[src/rtl/res_mem_arb_pkg.sv]
// Shared types and encodings for the result-RAM arbiter.
package res_mem_arb_pkg;

    typedef enum logic [1:0] {
        ARB  = 2'b00,
        OWN0 = 2'b01,
        OWN1 = 2'b10
    } arb_state_e;

    localparam int unsigned M_DT   = 0;
    localparam int unsigned M_HOST = 1;

    localparam logic [1:0] OWNER_ARB  = 2'b00;
    localparam logic [1:0] OWNER_OWN0 = 2'b01;
    localparam logic [1:0] OWNER_OWN1 = 2'b10;

    // Status encoding reported on the owner port.
    function automatic logic [1:0] owner_of(arb_state_e s);
        logic [1:0] o;
        o = OWNER_ARB;
        case (s)
            OWN0:    o = OWNER_OWN0;
            OWN1:    o = OWNER_OWN1;
            default: o = OWNER_ARB;
        endcase
        return o;
    endfunction

endpackage

[src/rtl/res_mem_arb_starve.sv]
// Saturating count of consecutive cycles the host request is blocked; hit at LIMIT.
module res_mem_arb_starve #(
    parameter int unsigned LIMIT = 8
) (
    input  logic clk,
    input  logic reset,
    input  logic req,
    input  logic gnt,
    output logic hit
);

    localparam int unsigned CW = $clog2(LIMIT + 1);

    logic [CW-1:0] count;

    always_ff @(posedge clk) begin
        if (!reset || !req || gnt) begin
            count <= '0;
        end else if (count != CW'(LIMIT)) begin
            count <= count + CW'(1);
        end
    end

    assign hit = (count == CW'(LIMIT));

endmodule

[src/rtl/res_mem_arbiter.sv]
// Single-port result RAM arbiter: DT engine (m0) vs host (m1), with lock and read tag.
// Optional host starvation guard enabled by RES_MEM_ARB_STARVE_GUARD_EN.
module res_mem_arbiter
    import res_mem_arb_pkg::*;
#(
    parameter int unsigned AW           = 14,
    parameter int unsigned DW           = 8,
    parameter int unsigned STARVE_LIMIT = 8
) (
    input  logic          clk,
    input  logic          reset,
    input  logic          m0_req,
    input  logic          m0_wr,
    input  logic          m0_lock,
    input  logic [AW-1:0] m0_addr,
    input  logic [DW-1:0] m0_wdata,
    input  logic          m1_req,
    input  logic          m1_wr,
    input  logic          m1_lock,
    input  logic [AW-1:0] m1_addr,
    input  logic [DW-1:0] m1_wdata,
    output logic          m0_gnt,
    output logic          m1_gnt,
    output logic          m0_rvalid,
    output logic          m1_rvalid,
    output logic [DW-1:0] m0_rdata,
    output logic [DW-1:0] m1_rdata,
    output logic          res_rd,
    output logic          res_wr,
    output logic [AW-1:0] res_addr,
    output logic [DW-1:0] res_do,
    input  logic [DW-1:0] res_di,
    output logic [1:0]    owner
);

    arb_state_e state;
    arb_state_e state_next;
    logic       starve_hit;
    logic       tag_valid;
    logic       tag_master;

`ifdef RES_MEM_ARB_STARVE_GUARD_EN
    res_mem_arb_starve #(
        .LIMIT (STARVE_LIMIT)
    ) u_starve (
        .clk   (clk),
        .reset (reset),
        .req   (m1_req),
        .gnt   (m1_gnt),
        .hit   (starve_hit)
    );
`else
    assign starve_hit = 1'b0;
`endif

    always_ff @(posedge clk) begin
        if (!reset) begin
            state <= ARB;
        end else begin
            state <= state_next;
        end
    end

    // Ownership is taken by a locked grant and released on the first unlocked cycle.
    always_comb begin
        state_next = state;
        case (state)
            ARB: begin
                if (m0_gnt && m0_lock) begin
                    state_next = OWN0;
                end else if (m1_gnt && m1_lock) begin
                    state_next = OWN1;
                end
            end
            OWN0:    if (!m0_lock) state_next = ARB;
            OWN1:    if (!m1_lock) state_next = ARB;
            default: state_next = ARB;
        endcase
    end

    // Grants are combinational and forced low throughout reset.
    always_comb begin
        m0_gnt = 1'b0;
        m1_gnt = 1'b0;
        if (reset) begin
            case (state)
                ARB: begin
                    if (starve_hit && m1_req) begin
                        m1_gnt = 1'b1;
                    end else begin
                        m0_gnt = m0_req;
                        m1_gnt = m1_req & ~m0_req;
                    end
                end
                OWN0:    m0_gnt = m0_req;
                OWN1:    m1_gnt = m1_req;
                default: ;
            endcase
        end
    end

    always_comb begin
        res_rd   = (m0_gnt & ~m0_wr) | (m1_gnt & ~m1_wr);
        res_wr   = (m0_gnt & m0_wr) | (m1_gnt & m1_wr);
        res_addr = '0;
        res_do   = '0;
        if (m0_gnt) begin
            res_addr = m0_addr;
            res_do   = m0_wdata;
        end else if (m1_gnt) begin
            res_addr = m1_addr;
            res_do   = m1_wdata;
        end
    end

    // Read tag: remembers which master owns the data returning next cycle.
    always_ff @(posedge clk) begin
        if (!reset) begin
            tag_valid  <= 1'b0;
            tag_master <= 1'(M_DT);
        end else begin
            tag_valid  <= res_rd;
            tag_master <= m1_gnt ? 1'(M_HOST) : 1'(M_DT);
        end
    end

    assign m0_rvalid = reset & tag_valid & (tag_master == 1'(M_DT));
    assign m1_rvalid = reset & tag_valid & (tag_master == 1'(M_HOST));
    assign m0_rdata  = res_di;
    assign m1_rdata  = res_di;
    assign owner     = owner_of(state);

endmodule
[config.mk]
export PLATFORM = sky130hd
export DESIGN_NAME = res_mem_arbiter
export DESIGN_NICKNAME = d
export VERILOG_FILES = /design/src/rtl/res_mem_arb_pkg.sv /design/src/rtl/res_mem_arb_starve.sv /design/src/rtl/res_mem_arbiter.sv
export SDC_FILE = /design/constraint.sdc
export NUM_CORES = 1
export LEC_CHECK = 0
export CAP_MARGIN = 20
export CORE_MARGIN = 5
export CORE_UTILIZATION = 25
export CTS_BUF_LIST = sky130_fd_sc_hd__clkbuf_8
export DETAILED_ROUTE_END_ITERATION = 12
export PLACE_DENSITY = 0.81
export SYNTH_ARGS = -nofsm -noshare
export SYNTH_HDL_FRONTEND = slang
export SYNTH_SLANG_ARGS = --single-unit
[constraint.sdc]
create_clock -name clk -period 2.2 [get_ports clk]
set_clock_uncertainty 0.05 [all_clocks]
set_input_delay 0.66 -clock clk [delete_from_list [all_inputs] [get_ports clk]]
set_output_delay 0.66 -clock clk [all_outputs]
set_load 0.05 [all_outputs]
; ---- Yosys cells after proc, flatten, opt, wreduce, memory -nomap -nowiden
; Index checks and enable logic that the tools add are counted.
[totals]
reg_bits = 4
output_inout_bits = 46
in_bits = 60
[classes]
bitwise_logic = 14
n_mux = 15
n_eq_ne = 5
n_reduce_logical = 5
[ops]
columns = operator, n
row1 = $mux W14, 2
row2 = $mux W8, 2
row3 = $and A1 B1 Y1, 8
row4 = $mux W2, 4
row5 = $pmux W2 S3, 1
row6 = $mux W1, 4
row7 = $ne A2 B2 Y1 const B, 2
row8 = $not A1 Y1, 4
row9 = $pmux W2 S2, 1
row10 = $ne A3 B3 Y1 const B, 1
row11 = $reduce_and A3 Y1, 1
row12 = $eq A2 B1 Y1 const B, 1
row13 = $eq A2 B2 Y1 const B, 1
row14 = $logic_and A1 B1 Y1, 2
row15 = $logic_not A2 Y1, 1
row16 = $or A1 B1 Y1, 2
row17 = $pmux W1 S2, 1
row18 = $reduce_or A2 Y1, 1

; ---- Longest topological paths before layout
; Gate-level depths: netlist (run 1).
[depth]
word_depth = 8
mapped_depth = 4
depth_no_buf = 2

; ---- Least setup slack after synthesis (run 1)
; Ideal clock, no wire load.
[synth_timing]
kind = input -> output
startpoint = in m0_req
endpoint = out res_addr[10]
slack_ps = -103
arrival_ps = 1593
path_stages = 4
path_cell_list = and3b_1 buf_6 buf_6 a32o_1
[synth_between]
elab_cells_between_ends = 8
classes_between = mux: 6 / bitwise: 2
[synth_lines]
columns = item, line_no
row1 = from (decl), res_mem_arbiter.sv:12  ; input logic m0_req,
row2 = $mux W1, --
row3 = $mux W1, res_mem_arbiter.sv:85  ; if (reset) begin
row4 = net m0_gnt, res_mem_arbiter.sv:22  ; output logic m0_gnt,
row5 = $mux W14, res_mem_arbiter.sv:107  ; if (m0_gnt) begin
row6 = to (decl), res_mem_arbiter.sv:30  ; output logic [AW-1:0] res_addr,
; The timed path passes the listed nets, and every way through them passes these cells.

; ---- Worst setup path in the final report (run 1)
[layout_timing]
startpoint = in m1_wdata[4]
endpoint = out res_do[4]
[layout_between]
elab_chain_cells = 2
[layout_lines]
columns = item, line_no
row1 = from (decl), res_mem_arbiter.sv:21  ; input logic [DW-1:0] m1_wdata,
row2 = $mux W8, res_mem_arbiter.sv:110  ; end else if (m1_gnt) begin
row3 = $mux W8, res_mem_arbiter.sv:107
row4 = to (decl), res_mem_arbiter.sv:31  ; output logic [DW-1:0] res_do,
; No other way between the ends.

==> flow_metrics.env, run 1 <==
export IMPL_endpoint_kind="primary output"
export IMPL_final_cell_mix="buf_12, clkdlybuf4s50_1, a32o_2, dlymetal6s2s_1, and2_1"
export IMPL_hold_violations=0
export IMPL_cts_made_buffers=3
export IMPL_cts_buffer_depth=2
export IMPL_async_flop_share=0
export IMPL_drive_above_1_share=0.532
export IMPL_layout_min_cycle_time_ns=2.30
export IMPL_rsz0062_at_grt="yes"
export IMPL_violations="negative setup slack"
export IMPL_dieWidth_um=65.9
export IMPL_syn_area_per_cell_um2=8.23
export IMPL_drc=0
export IMPL_antenna_found_initial=0
export IMPL_netlist_area_um2=782
export IMPL_path_buf_inv=2
export IMPL_worstSkewPairLatency_ns=0.21
export IMPL_layout_setup_ws_ns=-0.103
export IMPL_irDropWorstVdd_mv=0.165
export IMPL_hold_path_depth=1
export IMPL_dpl_worst_slack_ns=-0.492
export IMPL_ys_warn_count=0
export IMPL_vias=1051
export IMPL_ys_types=17
export IMPL_path_cells="clkdlybuf4s50_1 -> and2_1 -> a32o_2 -> buf_12"
export IMPL_r2r_setup_slack_ns=0.95
export IMPL_synth_edf_count=0
export IMPL_syn_to_final_growth_pct=173
export IMPL_worst_ep_required_time_ns=1.49
export IMPL_crit_type="in2out"
export IMPL_hold_end="state[1]"
export IMPL_syn_nets=155
export IMPL_nets=235
export IMPL_grt_max_degree=28
export IMPL_dpl_hpwl_mm=2.73
export IMPL_hold_slack_ns=0.554
export IMPL_setup_viol_count_final=25
export IMPL_start_util=0.258
export IMPL_synth_seq_cells=4
export IMPL_die_h_um=65.9
export IMPL_slowest_stage="clkdlybuf4s50_1"
export IMPL_fmax_mhz=434
export IMPL_gp_congestion=0.703
export IMPL_r2r_start="state[0]"
export IMPL_path_max_fanout=1
export IMPL_drt_total_wl_mm=3.85
export IMPL_reg2reg_depth=5
export IMPL_cts_tree="built"
export IMPL_ioPinCount=106
export IMPL_rows=20
export IMPL_cts_root_buf="clkbuf_8"
export IMPL_crit_path_start_kind="primary input"
export IMPL_core_um2=3030
export IMPL_maxSlewViolCount=0
export IMPL_place_area_um2=1840
export IMPL_synth_seq_area_share=0.102
export IMPL_finish_instance_area_um2=2140
export IMPL_fp_dieArea_um2=4350
export IMPL_htreeDepth=1
export IMPL_via_per_inst=4.84
export IMPL_ys_flop_type="dfxtp_1"
export IMPL_first_pass_iters=3
export IMPL_wl_per_cell_um=17.8
export IMPL_port_buffers=81
export IMPL_clk_pin_slew_ns=0.03
export IMPL_grtUsageTotal=0.162
export IMPL_grt_ovfl_total=0
export IMPL_worst_ep_arrival_time_ns=1.59
export IMPL_postRouteAntennaNets=0
export IMPL_leakage_nw=1.17
export IMPL_status="finished with violations"
export IMPL_final_common_cell="buf_12"
export IMPL_netlist_instances=95
export IMPL_relSlewSlack=0.850
export IMPL_slowest_delay_ns=0.39
export IMPL_drtIter0Drc=14
export IMPL_cts_num_sinks=4
export IMPL_power_per_cell_area_nw_per_um2=349
export IMPL_n_antenna_cell=0
export IMPL_reg2reg_to="tag_master"
export IMPL_worstMarginPinSlew_ns=0.225
export IMPL_maxCapViolCount=0
export IMPL_hold_class="reg2reg"
export IMPL_first_global_vias=1105
export IMPL_hp_start="state[1]"
export IMPL_fin_crit_sh=1.05
export IMPL_grt_first_pass_wirelength_mm=5.47
export IMPL_cp_top_family="buffers and inverters"
-- repair_timing --
action,in CTS,in global routing
cloned,3,3
hold endpoints to repair,0,0
buffers inserted,4,3
pin swaps,17,38
resized for setup,43,30
setup endpoints to repair,28,25
hold buffers,0,0
-- where the power goes --
part	switching (mW)	internal, mW	total (mW)
sequential	0.00332	0.0767	0.0800
combinational	0.227	0.286	0.513
clock	0.0358	0.116	0.152
total	0.266	0.479	0.745
-- synth_stat cells, types with 2 or more instances --
master | instances | area [µm²]
buf_4 | 21 | 158
and3_1 | 3 | 18.8
dfxtp_1 | 4 | 80.1
nor2_1 | 2 | 7.51
buf_6 | 3 | 33.8
clkbuf_1 | 2 | 7.51
and2_1 | 23 | 144
a32o_1 | 25 | 250
nor2b_1 | 4 | 25.0
-- cells by family (layout without fill, tap and decap cells) --
kind of cell           Yosys count  after routing  synth area share
AOI/OAI and AO/OA               26             26             0.333
and+or+nand+nor                 37             37             0.299
buffers and inverters           28            106             0.266
DFF                              4              4             0.102
-- state kept, by name, summed over array words and instances (netlist names) --
signal,cells
state,2
tag_master,1
tag_valid,1
-- area by class of cell --
| cell class | count | area (µm²) |
|---|---|---|
| repair buffers | 102 | 1400 |
| fillers | 229 | 892 |
| multi-input cells | 63 | 561 |
| flip-flops and latches | 4 | 80.1 |
| well taps | 44 | 55.1 |
| clock buffers | 3 | 41.3 |
| inverters | 1 | 3.75 |
-- worst register-to-register path: stages (launching register included) --
cell,delay [ns]
dfxtp_1,0.43
nor2b_4,0.09
clkbuf_16,0.16
buf_4,0.13
buf_4,0.12
and3_1,0.16
-- how the worst max path moves through the flow --
stage	from	end	slack [ns]	depth (start not counted)
final	m1_wdata[4]	res_do[4]	-0.10	4
after global routing	m0_req	res_do[4]	-0.12	5
after floorplan	m0_req	res_addr[10]	0.04	4
after global placement	m0_req	res_do[7]	-0.47	5
after detailed placement	reset	res_rd	-0.49	5
after CTS	reset	res_addr[2]	-0.20	6
-- through the flow --
stage	power, mW	instances	utilization	setup TNS, ns
6_report	0.745	217	0.705	-2.15
5_1_grt	0.778	217	0.705	-2.68
4_1_cts	0.741	214	0.665	-3.92
3_5_place_dp	0.552	204	0.608	-12.46
3_3_place_gp	0.543	204	0.608	-11.93
2_1_floorplan	0.370	95	-	0
-- routing by layer --
| layer | track usage | wire (µm) | vias up |
|---|---|---|---|
| li1 | - | - | 500 |
| met2 | 0.279 | 2000 | 58 |
| met1 | 0.187 | 1490 | 491 |
| met3 | 0.0476 | 337 | 2 |
| met5 | 0 | 0 | - |
| met4 | 0.0609 | 19 | 0 |
(Power assumes the default switching activity.)
==> inputs of run 2 (changes only) <==
--- a/config.mk
+++ b/config.mk
@@ -13,4 +13,5 @@
 export PLACE_DENSITY = 0.81
 export SYNTH_ARGS = -nofsm -noshare
 export SYNTH_HDL_FRONTEND = slang
+export SYNTH_HIERARCHICAL = 1
 export SYNTH_SLANG_ARGS = --single-unit
==> results of run 2 <==
Same layout as run 1: the final DEF is identical, and so are final timing and power.
Main changes from that run: Yosys warning count 0 -> 6
